[src/rtl/fetch_queue.sv]
// Instruction-fetch front end: sequential PC generation, pipelined imem requests,
// epoch-tagged instruction queue. Define FETCH_PREDECODE_EN for static JAL prediction.
module fetch_queue #(
    parameter logic [31:0] RESET_PC        = 32'h0000_0000,
    parameter int          FQ_DEPTH        = 4,
    parameter int          MAX_OUTSTANDING = 2,
    parameter int          EPOCH_W         = 3
) (
    input  logic               clk,
    input  logic               rst,
    input  logic               redirect_valid,
    input  logic [31:0]        redirect_pc,
    output logic               imem_req_valid,
    input  logic               imem_req_ready,
    output logic [31:0]        imem_req_addr,
    input  logic               imem_resp_valid,
    output logic               imem_resp_ready,
    input  logic [31:0]        imem_resp_inst,
    output logic               out_valid,
    input  logic               out_ready,
    output logic [31:0]        out_pc,
    output logic [31:0]        out_inst,
    output logic [EPOCH_W-1:0] out_epoch,
    output logic               out_pred_taken,
    output logic [31:0]        out_pred_target
);
    localparam int QAW = $clog2(FQ_DEPTH);
    localparam int TAW = (MAX_OUTSTANDING > 1) ? $clog2(MAX_OUTSTANDING) : 1;
    localparam int CW  = $clog2(FQ_DEPTH + 1) + 1;

    logic [31:0]        fetchPc_q, fetchPc_d;
    logic [EPOCH_W-1:0] epoch_q, epoch_d;
    logic [CW-1:0]      occ_q, occ_d;
    logic [CW-1:0]      tagCnt_q, tagCnt_d;
    logic [CW-1:0]      dropCnt_q, dropCnt_d;
    logic [QAW-1:0]     head_q, head_d, tail_q, tail_d;
    logic [TAW-1:0]     tagRd_q, tagRd_d, tagWr_q, tagWr_d;

    logic [31:0]        tagMem_q      [MAX_OUTSTANDING];
    logic [31:0]        qPc_q         [FQ_DEPTH];
    logic [31:0]        qInst_q       [FQ_DEPTH];
    logic [EPOCH_W-1:0] qEpoch_q      [FQ_DEPTH];
    logic               qPredTaken_q  [FQ_DEPTH];
    logic [31:0]        qPredTarget_q [FQ_DEPTH];

    logic [CW-1:0] outstanding;
    logic          reqFire, respFire, respKeep, enqFire, deqFire, jalRedirect;
    logic [31:0]   respPc, predTarget;
    logic          predTaken;

    function automatic logic [TAW-1:0] nextTag(input logic [TAW-1:0] p);
        return (p == TAW'(MAX_OUTSTANDING - 1)) ? '0 : p + TAW'(1);
    endfunction

    // Space for every response is reserved when its request issues, so responses are always accepted.
    assign outstanding     = tagCnt_q + dropCnt_q;
    assign imem_req_valid  = !rst && !redirect_valid
                             && (outstanding < CW'(MAX_OUTSTANDING))
                             && ((occ_q + outstanding) < CW'(FQ_DEPTH));
    assign imem_req_addr   = fetchPc_q;
    assign imem_resp_ready = !rst;

    assign reqFire  = imem_req_valid && imem_req_ready;
    assign respFire = imem_resp_valid && !rst;
    assign respKeep = respFire && (dropCnt_q == '0);
    assign enqFire  = respKeep && !redirect_valid;
    assign deqFire  = out_valid && out_ready;
    assign respPc   = tagMem_q[tagRd_q];

`ifdef FETCH_PREDECODE_EN
    logic [31:0] jImm;
    always_comb begin
        jImm       = {{11{imem_resp_inst[31]}}, imem_resp_inst[31], imem_resp_inst[19:12],
                      imem_resp_inst[20], imem_resp_inst[30:21], 1'b0};
        predTaken  = (imem_resp_inst[6:0] == 7'b1101111);
        predTarget = predTaken ? (respPc + jImm) : (respPc + 32'd4);
    end
`else
    assign predTaken  = 1'b0;
    assign predTarget = respPc + 32'd4;
`endif

    assign jalRedirect = enqFire && predTaken;

    always_comb begin
        fetchPc_d = fetchPc_q;
        epoch_d   = epoch_q;
        occ_d     = occ_q;
        tagCnt_d  = tagCnt_q;
        dropCnt_d = dropCnt_q;
        head_d    = head_q;
        tail_d    = tail_q;
        tagRd_d   = tagRd_q;
        tagWr_d   = tagWr_q;

        if (reqFire) begin
            tagWr_d   = nextTag(tagWr_q);
            fetchPc_d = fetchPc_q + 32'd4;
        end
        if (respFire) begin
            if (dropCnt_q != '0) dropCnt_d = dropCnt_q - CW'(1);
            else                 tagRd_d   = nextTag(tagRd_q);
        end
        case ({reqFire, respKeep})
            2'b10:   tagCnt_d = tagCnt_q + CW'(1);
            2'b01:   tagCnt_d = tagCnt_q - CW'(1);
            default: ;
        endcase

        if (enqFire) tail_d = tail_q + QAW'(1);
        if (deqFire) head_d = head_q + QAW'(1);
        case ({enqFire, deqFire})
            2'b10:   occ_d = occ_q + CW'(1);
            2'b01:   occ_d = occ_q - CW'(1);
            default: ;
        endcase

        // Whatever is still in flight after this cycle belongs to the abandoned path.
        if (redirect_valid || jalRedirect) begin
            dropCnt_d = dropCnt_d + tagCnt_d;
            tagCnt_d  = '0;
            tagRd_d   = '0;
            tagWr_d   = '0;
            epoch_d   = epoch_q + EPOCH_W'(1);
            fetchPc_d = redirect_valid ? redirect_pc : predTarget;
        end
        if (redirect_valid) begin
            occ_d  = '0;
            head_d = '0;
            tail_d = '0;
        end
    end

    always_ff @(posedge clk) begin
        if (rst) begin
            fetchPc_q <= RESET_PC;
            epoch_q   <= '0;
            occ_q     <= '0;
            tagCnt_q  <= '0;
            dropCnt_q <= '0;
            head_q    <= '0;
            tail_q    <= '0;
            tagRd_q   <= '0;
            tagWr_q   <= '0;
        end else begin
            fetchPc_q <= fetchPc_d;
            epoch_q   <= epoch_d;
            occ_q     <= occ_d;
            tagCnt_q  <= tagCnt_d;
            dropCnt_q <= dropCnt_d;
            head_q    <= head_d;
            tail_q    <= tail_d;
            tagRd_q   <= tagRd_d;
            tagWr_q   <= tagWr_d;
        end
    end

    always_ff @(posedge clk) begin
        if (reqFire) tagMem_q[tagWr_q] <= fetchPc_q;
        if (enqFire) begin
            qPc_q[tail_q]         <= respPc;
            qInst_q[tail_q]       <= imem_resp_inst;
            qEpoch_q[tail_q]      <= epoch_q;
            qPredTaken_q[tail_q]  <= predTaken;
            qPredTarget_q[tail_q] <= predTarget;
        end
    end

    assign out_valid       = (occ_q != '0);
    assign out_pc          = out_valid ? qPc_q[head_q]         : '0;
    assign out_inst        = out_valid ? qInst_q[head_q]       : '0;
    assign out_epoch       = out_valid ? qEpoch_q[head_q]      : '0;
    assign out_pred_taken  = out_valid ? qPredTaken_q[head_q]  : 1'b0;
    assign out_pred_target = out_valid ? qPredTarget_q[head_q] : '0;

endmodule
[config.mk]
export PLATFORM = sky130hd
export DESIGN_NAME = fetch_queue
export DESIGN_NICKNAME = d
export VERILOG_FILES = /design/src/rtl/fetch_queue.sv
export SDC_FILE = /design/constraint.sdc
export NUM_CORES = 1
export LEC_CHECK = 0
export ABC_AREA = 1
export ABC_CLOCK_PERIOD_IN_PS = 5320
export BUFFER_PORTS_ARGS = -buffer_cell sky130_fd_sc_hd__buf_2
export CELL_PAD_IN_SITES_DETAIL_PLACEMENT = 1
export CELL_PAD_IN_SITES_GLOBAL_PLACEMENT = 2
export CORE_ASPECT_RATIO = 0.5
export CORE_MARGIN = 1
export CORE_UTILIZATION = 35
export DETAILED_ROUTE_END_ITERATION = 8
export GPL_TIMING_DRIVEN = 1
export MAX_ROUTING_LAYER = met4
export PLACE_DENSITY = 0.87
export SKIP_LAST_GASP = 1
export SYNTH_ARGS = -nofsm -noshare
export SYNTH_HDL_FRONTEND = slang
export SYNTH_SLANG_ARGS = --single-unit
export TNS_END_PERCENT = 1
[constraint.sdc]
create_clock -name clk -period 5.32 [get_ports clk]
set_input_delay 0.532 -clock clk [delete_from_list [all_inputs] [get_ports clk]]
set_output_delay 0.532 -clock clk [all_outputs]
set_load 0.005 [all_outputs]
==> flow_summary.ini, run 1 <==
[logic_synthesis]
syn-cell-area_um2 = 22100
synth_commonest_cells = nor2_1, edfxtp_1, nand2_1
avgSynthCellArea_um2 = 10.6
syn_nets = 2183
seq_area_frac_synth_pct = 66.4
async_flop_share_pct = 0
yosysMostFrequentCell = nor2_1
synth_area_leaders = edfxtp_1, nor2_1, dfxtp_1
yosysWarnings = 0
synth-seq-cells = 508
yosys.area.top_type = edfxtp_1
synthFlopType = edfxtp_1
synth.top_cell.area_share_pct = 61.4
synthCells = 2087
synth_edf_count = 452
synth_cell_types = 44

[detailed_routing]
post_drt_wl_per_cell_um = 19.7
finalWirelength_um = 61500
initialDrtViolationCount = 1116
vias_per_cell = 5.02
vias = 15600
ant_nets = 0
drt-pass1-iter-count = 7
drc = 0

[clock_network]
cts_setup_buffers = 0
cts_tree = built
cts.clk_slew.worst_paths_ns = 0.07
numCtsBuffers = 48
clk_path_buf_depth = 3
cts_root_buf = clkbuf_16
cts-resized-gates = 0
clock_latency_ns = 0.59
cts.htree.levels = 2
cts_sinks = 508
cts_hold_buf = 0

[layout]
fillers = 6849
multi_input_area_um2 = 6490
areaGrowthSynthToFinish_pct = 15.0
drive_above_1_share_pct = 14.8
fin_area_um2 = 25400
register_area_um2 = 14700
utilization_pct = 41.2
final_cells = 3117
nets = 2349

[power_and_ir_drop]
p_clk_share_pct = 34.7
p_sw_share_pct = 28.2
comb_power_share_pct = 15.4
power_switching_mw = 2.69
internal_power_mw = 6.84
peakVddDrop_mv = 0.238
seqPwrFrac_pct = 49.9
powerDensity_nw_per_um2 = 375
power.leakage_nw = 9.51
p_total_mw = 9.53

[timing]
rsz0062_at_grt = no
slew_violations = 0
hold_viol = 0
clock_skew_ns = 0.0164
setup_viol = 0
max_freq_mhz = 224
relSlewSlack_pct = 29.0
min_period_ns = 4.46
worst_slack_ns = 0.865
fin_crit_sh_pct = 83.7
tns_ns = 0
worstMarginPinSlew_ns = 1.06
whs_ns = 0.156

[worst_setup_path]
critical_path.startpoint_type = flip-flop
worstSetupPathType = flip-flop to flip-flop
crit_fanout = 5
required_ns = 5.80
worst-r2r-cell-count = 24
arrival_ns = 4.93
end_kind = flip-flop

[run_status]
status = complete, no violations

[floorplanning]
die_w_um = 358
die_area_um2 = 64300
rows = 64
die_h_um = 180
initial_utilization_pct = 35.8
core_area_um2 = 61800
boundaryPins = 205

[global_route]
grtUsageTotal_pct = 19.5
grt_pass1_wl_um = 93900
grt-ovfl-total = 0
grt_max_degree = 104
grt_pass1_vias = 16400
grt_antenna_before_repair = 1

[placed_design]
pre_cts_ws_ns = 0.847
gp_congestion = 0.821
dpl-instance-area_um2 = 23900
port_buffers = 203
dp_hpwl_um = 38400
dpl.cell_count = 3028

[hold_path]
hold_class = input pin to flip-flop
worstHoldPathCells = 1

[job]
drv_cap = 0
-- cell families (layout without fill, tap and decap cells) --
family	after synthesis	count (layout)	share of synthesized area (%)
compound gates	378	378	8.93
fa+ha+maj	26	26	1.61
flops	508	508	66.4
mux	3	3	0.153
xor+xnor	52	52	2.06
simple gates	885	885	16.4
buf+inv	234	438	4.42
other cells	1	2	0.0170
-- routing by layer --
metal | vias up | share of wire, % | global-route usage, %
met1 | 7776 | 43 | 24.2
met4 | 0 | 2.8 | 5.59
met2 | 313 | 50 | 33.2
met5 | - | 0 | -
li1 | 7452 | - | -
met3 | 96 | 3.9 | 2.68
-- registers in the layout, indices dropped and copies added, names as in the netlist, named ones only --
signal         count
qInst_q          128
qPc_q            126
qPredTarget_q    122
tagMem_q          64
imem_req_addr     32
qEpoch_q          12
dropCnt_q          4
occ_q              4
tagCnt_q           4
epoch_q            3
head_q             2
tail_q             2
tagRd_q            1
tagWr_q            1
-- final timing paths --
kind / endpoint / slack [ns] / startpoint
setup / recovery: dropCnt_q[3] / 0.86 / tagCnt_q[0]
hold / removal: qInst_q[0][8] / 0.16 / imem_resp_inst[8]
setup reg to reg: dropCnt_q[3] / 0.86 / tagCnt_q[0]
hold reg to reg: flip-flop / 0.47 / tagRd_q
-- power groups by stage --
| stage | Sequential [mW] | Combinational [mW] | Clock, mW |
|---|---|---|---|
| global placement | 4.83 | 1.43 | 0 |
| floorplan | 4.80 | 0.883 | 0 |
| detailed placement | 4.84 | 1.47 | 0 |
| global route | 4.78 | 1.63 | 3.52 |
| CTS | 4.76 | 1.49 | 3.39 |
| finish | 4.76 | 1.47 | 3.31 |
-- critical path, cell delays in order, from the launching register on --
cell and delay, ns:
dfxtp_1 0.37, ha_1 0.26, fa_1 0.39, xnor2_1 0.20
inv_1 0.07, ha_1 0.34, nand2_1 0.07, inv_1 0.06
nand2_1 0.07, nand2_1 0.06, nand2_1 0.05, nand2_1 0.08
nand4_1 0.14, ha_1 0.32, fa_1 0.51, inv_1 0.04
o21ai_0 0.25, ha_1 0.29, a21o_1 0.18, a21oi_1 0.21
nand3_1 0.13, nand2_1 0.08, nor2_1 0.05, nor2_1 0.09
nor2_1 0.05
-- placed cells by master (no fill, tap or decap), types with 48 or more instances in the layout --
cell type | netlist | final
nor2_1 | 498 | 491
edfxtp_1 | 452 | 452
o21ai_0 | 221 | 221
inv_1 | 124 | 124
nand3_1 | 66 | 66
dfxtp_1 | 56 | 53
nand2_1 | 259 | 259
a21oi_1 | 123 | 123
clkbuf_16 | 0 | 48
buf_2 | 7 | 203
-- layout make-up --
class / count / share of cell area, %
Sequential cell: 508 / 57.8
Multi-Input combinational cell: 1345 / 25.5
Timing Repair Buffer: 221 / 4.87
Clock buffer: 56 / 4.84
Tap cell: 825 / 4.06
Inverter: 129 / 1.92
Clock inverter: 32 / 1.03
Antenna cell: 1 / 0.00983
Note: power is estimated with default switching activity, not from simulation.
==> inputs of run 2 (changes only) <==
--- a/config.mk
+++ b/config.mk
@@ -6,17 +6,17 @@
 export NUM_CORES = 1
 export LEC_CHECK = 0
 export ABC_AREA = 1
-export ABC_CLOCK_PERIOD_IN_PS = 5320
+export ABC_CLOCK_PERIOD_IN_PS = 4200
 export BUFFER_PORTS_ARGS = -buffer_cell sky130_fd_sc_hd__buf_2
 export CELL_PAD_IN_SITES_DETAIL_PLACEMENT = 1
 export CELL_PAD_IN_SITES_GLOBAL_PLACEMENT = 2
 export CORE_ASPECT_RATIO = 0.5
 export CORE_MARGIN = 1
-export CORE_UTILIZATION = 35
+export CORE_UTILIZATION = 39
 export DETAILED_ROUTE_END_ITERATION = 8
 export GPL_TIMING_DRIVEN = 1
 export MAX_ROUTING_LAYER = met4
-export PLACE_DENSITY = 0.87
+export PLACE_DENSITY = 0.92
 export SKIP_LAST_GASP = 1
 export SYNTH_ARGS = -nofsm -noshare
 export SYNTH_HDL_FRONTEND = slang
==> constraint.sdc (replaced) <==
create_clock -name clk -period 4.2 [get_ports clk]
set_input_delay 0.42 -clock clk [delete_from_list [all_inputs] [get_ports clk]]
set_output_delay 0.42 -clock clk [all_outputs]
set_load 0.005 [all_outputs]
==> run 2 against run 1 <==
Compared with the run above: wire length is 3.6% higher; non-clock buffer count increased by 19; hold slack worse by 0.11 ns; via count grew 1.9%; cell count down 1.6%; power rose by 29%; global-route usage is 2.9 points higher; fmax rose by 12%; sequential power rose by 27%; first-iteration DRC count is 12% higher; sequential cell count is the same.
==> flow_summary.ini, run 2 (same netlist as run 1, synthesis figures left out) <==
[run_status]
status = complete, no violations

[floorplanning]
die_area_um2 = 57700
boundaryPins = 205
rows = 61
die_h_um = 170
core_area_um2 = 55800
initial_utilization_pct = 39.6
die_w_um = 339

[clock_network]
cts_tree = built
cts.htree.levels = 2
clock_latency_ns = 0.59
numCtsBuffers = 47
clk_path_buf_depth = 3
cts_root_buf = clkbuf_16
cts.clk_slew.worst_paths_ns = 0.06
cts_sinks = 508

[layout]
register_area_um2 = 14700
nets = 2367
multi_input_area_um2 = 6540
areaGrowthSynthToFinish_pct = 15.8
fillers = 6161
regMostFlops = qInst_q
largestRegisters = qInst_q x128, qPc_q x126, qPredTarget_q x122
final_cells = 3067
final_common_cell = nor2_1
drive_above_1_share_pct = 15.9
final_cell_mix = nor2_1, edfxtp_1, nand2_1, o21ai_0, buf_2
largest_register_ffs = 128
fin_area_um2 = 25600

[timing]
setup_viol = 0
tns_ns = 0
whs_ns = 0.0478
worstMarginPinSlew_ns = 1.08
slew_violations = 0
min_period_ns = 3.96
fin_crit_sh_pct = 94.4
clock_skew_ns = 0.0227
hold_viol = 0
relSlewSlack_pct = 27.7
max_freq_mhz = 252

[worst_setup_path]
worstSetupPathType = flip-flop to flip-flop
required_ns = 4.67
end_kind = flip-flop
critical_path.startpoint_type = flip-flop
worst-r2r-cell-count = 24
crit_fanout = 4
rrSetupSlack_ns = 0.24
timing.rr.start = tagCnt_q[0]
arrival_ns = 4.43
max_stage_delay_ns = 0.49
path_cells = ha_2 > fa_2 > xnor2_2 > inv_2 > ha_4 > nand2_1 > inv_1 > nand2_1 > nand2_1 > nand2_1 > nand2_2 > nand4_1 > ha_2 > fa_1 > inv_1 > o21ai_2 > ha_1 > a21o_1 > a21oi_2 > nand3_2 > nand2_1 > nor2_1 > nor2_1 > nor2_1
crit_slowest_cell = fa_1
cp_common_cell = nand2_1
r2r_end = dropCnt_q[3]

[job]
drv_cap = 0

[placed_design]
dp_hpwl_um = 41300
gp_congestion = 0.859
dpl-instance-area_um2 = 24000
dpl.cell_count = 2976
port_buffers = 203

[hold_path]
hold_class = input pin to flip-flop
worstHoldPathCells = 1
hold_start = imem_resp_inst[3]
hold_end = qInst_q[3][3]

[power_and_ir_drop]
powerDensity_nw_per_um2 = 479
peakVddDrop_mv = 0.321
power.leakage_nw = 9.62

[detailed_routing]
vias = 15900
post_drt_wl_per_cell_um = 20.8
ant_nets = 0
drc = 0
initialDrtViolationCount = 1253
finalWirelength_um = 63800
drt-pass1-iter-count = 5
vias_per_cell = 5.19

[global_route]
grtUsageTotal_pct = 22.5
grt_max_degree = 160
grt_pass1_vias = 16800
grt_antenna_before_repair = 1
grt-ovfl-total = 0
grt_pass1_wl_um = 96700
[run 2: cell types whose count changed in the layout (fill, tap and decap cells not counted), moves of 2 or more]
cell,delta
bufinv_16,+2
buf_12,+3
buf_4,+16
ha_4,+2
clkbuf_1,+5
inv_16,+2
clkinv_1,-4
ha_1,-4
clkinv_8,-3
ha_2,+2
[run 2: final cells by class]
type / count / share of cell area [%]
Tap cell: 756 / 3.69
Clock buffer: 60 / 4.78
Antenna cell: 1 / 0.00977
Sequential cell: 508 / 57.4
Clock inverter: 28 / 1.13
Inverter: 129 / 1.91
Timing Repair Buffer: 240 / 5.54
Multi-Input combinational cell: 1345 / 25.5
[run 2: per-stage QoR]
| stage | total power, mW | utilization, % | setup WS, ns |
|---|---|---|---|
| after detailed placement | 8.04 | 43.1 | -0.0605 |
| after global placement | 7.94 | 43.1 | 0.0540 |
| final | 12.3 | 45.9 | 0.237 |
| after global routing | 12.7 | 45.9 | -0.0584 |
| after CTS | 12.3 | 45.8 | 0.0646 |
| after floorplan | 7.20 | - | -1.47 |
[run 2: power breakdown]
group          switching, mW  leakage, nW  total, mW  internal (mW)
sequential             0.168         4.56       6.03           5.86
clock                   1.97        0.733       4.31           2.35
combinational           1.35         4.33       1.94          0.591
total                   3.48         9.62       12.3           8.80
[run 2: worst max-delay path by stage]
stage | startpoint | to | slack, ns | depth (start not counted)
floorplan | dropCnt_q[1] | qEpoch_q[0][0] | -1.47 | 8
global placement | tagCnt_q[0] | dropCnt_q[3] | 0.05 | 21
detailed placement | tagCnt_q[0] | dropCnt_q[3] | -0.06 | 21
CTS | tagCnt_q[0] | dropCnt_q[3] | 0.06 | 22
global route | tagCnt_q[0] | dropCnt_q[3] | -0.06 | 24
finish | tagCnt_q[0] | dropCnt_q[3] | 0.24 | 24
[run 2: worst max-delay path, delay by kind of cell (launching register included)]
family	cells	cell delay [ns]
adders and majority gates	6	1.82
AOI/OAI and AO/OA	3	0.55
buffers and inverters	3	0.18
DFF	1	0.32
xor gates and xnor gates	1	0.20
and+or+nand+nor	11	0.78
[run 2: layer usage]
metal	vias to the layer above	global-route usage (%)	routed length, µm
met2	334	39.2	32300
li1	7495	-	-
met1	7993	27.3	27100
met5	-	-	0
met4	0	6.43	1590
met3	110	3.16	2840
[run 2: timing repair]
| item | CTS | global route |
|---|---|---|
| buffers inserted | 0 | 2 |
| resized for setup | 2 | 10 |
| endpoints found under the setup margin | 1 | 3 |
| gates cloned | 0 | 0 |
| pin swaps | 0 | 5 |
| hold buffers | 0 | 0 |
